File: src/rtl/hpm_counter_core.sv
// Hardware performance-monitor core: N_CH event counters with probe select,
// level/edge counting, snapshot/preload, sticky overflow and interrupt.
module hpm_counter_core #(
  parameter int N_CH  = 4,
  parameter int N_EVT = 3,
  parameter int CNT_W = 48
) (
  input  logic             clk,
  input  logic             reset_n,
  input  logic             cs,
  input  logic             write,
  input  logic             read,
  input  logic [4:0]       addr,
  input  logic [31:0]      wr_data,
  output logic [31:0]      rd_data,
  input  logic [N_EVT-1:0] evt,
  output logic             irq
);

  localparam int HI_W = CNT_W - 32;

  logic             run_q, run_d;
  logic             irq_en_q, irq_en_d;
  logic [5:0]       cfg_q  [N_CH];
  logic [5:0]       cfg_d  [N_CH];
  logic [CNT_W-1:0] cnt_q  [N_CH];
  logic [CNT_W-1:0] cnt_d  [N_CH];
  logic [CNT_W-1:0] snap_q [N_CH];
  logic [CNT_W-1:0] snap_d [N_CH];
  logic [N_CH-1:0]  ovf_q, ovf_d, ovf_set;
  logic [N_EVT-1:0] evt_prev_q, evt_prev_d;
  logic             irq_q, irq_d;

  logic             wr_en;
  logic [1:0]       grp;
  logic [2:0]       ch_idx;
  logic             ctrl_wr, status_wr, cfg_wr, lo_wr, hi_wr;
  logic             clear_p, snap_p, load_p, run_eff;
  logic [7:0]       evt_pad, prev_pad;
  logic [N_CH-1:0]  hit;
  logic             unused_rd_strobe;

  // Reads have no side effects, so the read strobe is not needed.
  assign unused_rd_strobe = read;

  always_comb begin
    wr_en     = cs & write;
    grp       = addr[4:3];
    ch_idx    = addr[2:0];
    ctrl_wr   = wr_en & (addr == 5'd0);
    status_wr = wr_en & (addr == 5'd1);
    cfg_wr    = wr_en & (grp == 2'd1);
    lo_wr     = wr_en & (grp == 2'd2);
    hi_wr     = wr_en & (grp == 2'd3);
    clear_p   = ctrl_wr & wr_data[1];
    snap_p    = ctrl_wr & wr_data[2];
    load_p    = ctrl_wr & wr_data[3];
    // A CTRL write takes effect on the run gate in the same edge.
    run_eff   = ctrl_wr ? wr_data[0] : run_q;
    run_d     = ctrl_wr ? wr_data[0] : run_q;
    irq_en_d  = ctrl_wr ? wr_data[8] : irq_en_q;
  end

  // Zero-padding to 8 probes makes out-of-range selects read as no hit.
  always_comb begin
    evt_pad  = 8'(evt);
    prev_pad = 8'(evt_prev_q);
    hit      = '0;
    for (int c = 0; c < N_CH; c++) begin
      hit[c] = evt_pad[cfg_q[c][2:0]] &
               (~cfg_q[c][4] | ~prev_pad[cfg_q[c][2:0]]);
    end
  end

  always_comb begin
    ovf_set = '0;
    for (int c = 0; c < N_CH; c++) begin
      cnt_d[c]  = cnt_q[c];
      snap_d[c] = snap_q[c];
      cfg_d[c]  = cfg_q[c];

      if (clear_p) begin
        cnt_d[c] = '0;
      end else if (load_p) begin
        cnt_d[c] = snap_q[c];
      end else if (run_eff & cfg_q[c][5] & hit[c]) begin
        cnt_d[c]   = cnt_q[c] + CNT_W'(1);
        ovf_set[c] = &cnt_q[c];
      end

      // Snapshot takes the pre-edge count, which gives the load/snap swap.
      if (snap_p) begin
        snap_d[c] = cnt_q[c];
      end else if (lo_wr && (int'(ch_idx) == c)) begin
        snap_d[c][31:0] = wr_data;
      end else if (hi_wr && (int'(ch_idx) == c)) begin
        snap_d[c][CNT_W-1:32] = wr_data[HI_W-1:0];
      end

      if (cfg_wr && (int'(ch_idx) == c)) begin
        cfg_d[c] = wr_data[5:0];
      end
    end
  end

  always_comb begin
    ovf_d      = (ovf_q & ~(status_wr ? wr_data[N_CH-1:0] : {N_CH{1'b0}})) | ovf_set;
    irq_d      = |(ovf_q & {N_CH{irq_en_q}});
    evt_prev_d = evt;
  end

  always_ff @(posedge clk) begin
    if (!reset_n) begin
      run_q      <= 1'b0;
      irq_en_q   <= 1'b0;
      ovf_q      <= '0;
      evt_prev_q <= '0;
      irq_q      <= 1'b0;
      for (int c = 0; c < N_CH; c++) begin
        cfg_q[c]  <= '0;
        cnt_q[c]  <= '0;
        snap_q[c] <= '0;
      end
    end else begin
      run_q      <= run_d;
      irq_en_q   <= irq_en_d;
      ovf_q      <= ovf_d;
      evt_prev_q <= evt_prev_d;
      irq_q      <= irq_d;
      for (int c = 0; c < N_CH; c++) begin
        cfg_q[c]  <= cfg_d[c];
        cnt_q[c]  <= cnt_d[c];
        snap_q[c] <= snap_d[c];
      end
    end
  end

  always_comb begin
    rd_data = '0;
    case (grp)
      2'd0: begin
        if (ch_idx == 3'd0) begin
          rd_data = {23'b0, irq_en_q, 7'b0, run_q};
        end else if (ch_idx == 3'd1) begin
          rd_data = 32'(ovf_q);
        end
      end
      2'd1: begin
        for (int c = 0; c < N_CH; c++) begin
          if (int'(ch_idx) == c) rd_data = 32'(cfg_q[c]);
        end
      end
      2'd2: begin
        for (int c = 0; c < N_CH; c++) begin
          if (int'(ch_idx) == c) rd_data = snap_q[c][31:0];
        end
      end
      default: begin
        for (int c = 0; c < N_CH; c++) begin
          if (int'(ch_idx) == c) rd_data = 32'(snap_q[c][CNT_W-1:32]);
        end
      end
    endcase
  end

  assign irq = irq_q;

endmodule

File: config.mk
export PLATFORM = sky130hd
export DESIGN_NAME = hpm_counter_core
export DESIGN_NICKNAME = d
export VERILOG_FILES = /design/src/rtl/hpm_counter_core.sv
export SDC_FILE = /design/constraint.sdc
export NUM_CORES = 1
export LEC_CHECK = 0
export ABC_AREA = 1
export CAP_MARGIN = 30
export CELL_PAD_IN_SITES_DETAIL_PLACEMENT = 1
export CELL_PAD_IN_SITES_GLOBAL_PLACEMENT = 2
export CORE_MARGIN = 2
export CORE_UTILIZATION = 36
export DETAILED_ROUTE_END_ITERATION = 10
export PLACE_DENSITY_LB_ADDON = 0.08
export SLEW_MARGIN = 20
export SYNTH_ARGS = -nofsm -noshare
export SYNTH_HDL_FRONTEND = slang
export SYNTH_SLANG_ARGS = --single-unit
File: constraint.sdc
create_clock -name clk -period 4.3 [get_ports clk]
set_input_delay 0.645 -clock clk [delete_from_list [all_inputs] [get_ports clk]]
set_output_delay 0.645 -clock clk [all_outputs]
set_load 0.02 [all_outputs]
==> flow_summary.ini <==
[route]
drc = 0
viasPerCell = 5.510
routed_wl_um = 139400
drt_first_pass_iters = 5
drt.antenna.violating_nets = 0
drt_iter0_drc = 2647
wire_per_inst_um = 24.26
num_vias = 31660

[yosys]
synthFlopType = dfxtp_1
synth_top_area_frac = 0.3093
yosys_warnings = 0
synth.avg_cell_area_sq_um = 5.750
synth_simple_gate_area_frac = 0.4325
synthArstFlopShare = 0
synth-xor-area-share = 0.01618
yosysTopAreaCell = dfxtp_1
yosys.area_share.adder = 0.001850
synth_top_family_by_area = simple AND/OR/NAND/NOR gates
synth_area_leaders = dfxtp_1 31%, nand2_1 24%, nor2_1 9.3%, inv_1 6.9%, nand3_1 6.2%
synth-seq-cells = 418
synth_cells = 4706
muxShareOfSynthArea = 0
yosysSeqAreaShare = 0.3093
synth_fp_nets = 4755
synthesis.area_sq_mm = 0.02706
synth_compound_area_frac = 0.1333
synth_cell_types = 44
synth_edf_count = 0

[outcome]
status = finished, final reports clean

[global_route]
gr-total-overflow = 0
grt_max_degree = 93
grt_pass1_vias = 30330
antenna_found_initial = 7
grt_usage = 0.3523
grt_pass1_wl_um = 203800

[cells_and_area]
fillCellCount = 10230
nets = 4781
multiInputGateArea_sq_mm = 0.01584
area_growth_pct = 13.83
drive_gt1_frac = 0.05196
seqCellArea_sq_mm = 0.008368

[timing]
fmax_mhz = 252.9
setup_slack_ns = 0.3463
hold_viol = 0
rsz0062_at_grt = no
finalMaxSlewViolations = 0
fin_crit_ns = 3.954
setup_violations = 0
tns_ns = 0
slew_headroom = 0.2312
tightest_slew_ns = 1.149
skew_ns = 0.02890
fin_crit_sh = 0.9195

[place]
dp_slack_ns = 0.4920
gp_congestion = 0.9476
place_hpwl_um = 104600
port_buffers = 76

[worst_setup_path]
crit_path_start_kind = input port
slowest_delay_ns = 0.72
slowest_stage = clkdlybuf4s50_1
cp.arrival_ns = 3.31
cpMostUsedCell = clkdlybuf4s50_1
ff2ff_setup_slack_ns = 1.14
cp-end-kind = output pin
cp.required_ns = 3.65
crit_fanout = 30
r2r_end = ovf_q[1]
crit-reg2reg-launch = cnt_q[1][0]
path_cells = clkdlybuf4s50_1 > nor2_4 > nand2_4 > inv_4 > nand2_1 > o21ai_0 > a211oi_1 > o22ai_1 > clkdlybuf4s50_1
path_class = input port to output pin
rr_worst_depth = 9

[job]
timing.max_cap.violations = 0

[cts]
root_buffer = clkbuf_16
post-cts-setup-buffers = 0
tritoncts.num_buffers = 52
htreeDepth = 2
cts_tree = built
clock_latency_ns = 0.63
clk_pin_slew_ns = 0.06
hold_buffers = 0
cts_sinks = 418
clockBufferDepth = 3
cts-resized-gates = 0

[die]
die_x_um = 278.2
rows = 100
die-area_sq_mm = 0.07737
ios = 78
dieHeight_um = 278.2
core_sq_mm = 0.07445
start_util = 0.3635

[min_path]
whs_path_depth = 3
min_to = evt_prev_q[2]
hold_path_class = input port to register
worstHoldStart = reset_n

[power_and_ir_drop]
p_leak_nw = 12.10
ir_drop_mv = 0.2898
power_density_mw_per_mm2 = 287.2
-- flip-flops by register name, summed over array words and instances (netlist names) --
signal	cells
cfg_q	24
snap_q	192
cnt_q	192
irq	1
run_q	1
evt_prev_q	3
irq_en_q	1
ovf_q	4
-- layout by cell type, fill, tap and decap left out, types with 11 or more instances in the layout --
cell type,synthesis,routed
inv_2,15,14
dfxtp_1,418,418
clkbuf_16,0,53
nand2_1,1750,1750
a21oi_1,228,226
o21ai_0,180,177
o221ai_1,11,11
nand3_1,337,336
o21ai_1,12,12
nand4_1,68,68
inv_1,496,495
nor2_1,671,670
clkbuf_8,0,15
a22oi_1,26,26
clkbuf_1,80,19
buf_4,7,88
buf_12,0,15
clkdlybuf4s50_1,0,75
nor2_2,12,13
xnor2_1,12,12
o22ai_1,13,13
nor3_1,16,16
o211ai_1,129,129
xor2_1,38,38
-- cells in the mapped netlist, types with 2 or more instances --
| cell | number |
|---|---|
| clkbuf_1 | 80 |
| xor2_1 | 38 |
| nand2_2 | 3 |
| o22ai_1 | 13 |
| a211oi_1 | 4 |
| o2111ai_1 | 2 |
| ha_1 | 4 |
| nand2_1 | 1750 |
| xnor2_1 | 12 |
| nor4_1 | 2 |
| o211ai_1 | 129 |
| inv_1 | 496 |
| buf_1 | 24 |
| clkbuf_2 | 2 |
| buf_2 | 96 |
| buf_6 | 2 |
| nor3_1 | 16 |
| nand2_4 | 5 |
| a22oi_1 | 26 |
| nor2_2 | 12 |
| buf_4 | 7 |
| a21oi_1 | 228 |
| inv_2 | 15 |
| nand3_2 | 5 |
| o21bai_1 | 4 |
| a221oi_1 | 6 |
| or2_2 | 4 |
| o221ai_1 | 11 |
| nor2_1 | 671 |
| nand4_1 | 68 |
| clkinv_1 | 3 |
| nor2_4 | 6 |
| nand3_1 | 337 |
| nand3b_1 | 7 |
| o21ai_0 | 180 |
| dfxtp_1 | 418 |
| o21ai_1 | 12 |
| nand4_2 | 2 |
-- worst max-delay path by stage --
stage             from          end  slack [ns]  depth (start not counted)
6_report       addr[0]  rd_data[13]        0.35                          9
4_1_cts        addr[0]  rd_data[13]        0.47                         10
2_1_floorplan  addr[1]  rd_data[16]        1.58                          7
5_1_grt        addr[0]  rd_data[11]        0.32                         10
3_5_place_dp   addr[0]  rd_data[13]        0.49                          9
3_3_place_gp   addr[0]  rd_data[11]        0.50                         10
-- per-layer routing --
layer,GRT usage,part of all wire
met1,0.4711,0.44
met4,0.1477,0.046
met3,0.05373,0.066
met2,0.5646,0.45
met5,0,0.00032
-- report_power, final --
group          internal [mW]  switching, mW  total, mW
Sequential              3.89         0.0253       3.91
Combinational          0.139          0.367      0.506
Clock                   2.52           1.91       4.43
-- logic make-up after synthesis --
family	Yosys count
buf+inv	726
simple gates	2890
compound gates	618
fa+ha+maj	4
xor+xnor	50
flops	418
-- stage by stage --
| step | total power [mW] | util | hold slack [ns] | instances | instance area, sq um |
|---|---|---|---|---|---|
| finish | 8.845 | 0.4137 | 0.4357 | 5746 | 30800 |
| global route | 9.051 | 0.4136 | 0.4714 | 5742 | 30790 |
| CTS | 8.906 | 0.4136 | 0.4212 | 5742 | 30790 |
| detailed placement | 4.495 | 0.3915 | 0.4717 | 5647 | 29140 |
| global placement | 4.487 | 0.3907 | 0.4677 | 5643 | 29080 |
| floorplan | 4.189 | - | 0.4460 | 4706 | 27060 |
-- critical path, delay by kind of cell --
kind | cells | cell delay (ns)
compound gates | 3 | 0.73
simple gates | 3 | 0.35
buf+inv | 3 | 1.55
-- final cells by class --
type                            instances  share of cell area
Antenna cell                            4           0.0003250
Clock buffer                           87             0.05208
Clock inverter                          8            0.001381
Inverter                              515             0.06292
Multi-Input combinational cell       3562              0.5143
Sequential cell                       418              0.2717
Tap cell                              969             0.03936
Timing Repair Buffer                  183             0.05793
Note: power is estimated with default switching activity, not from simulation.
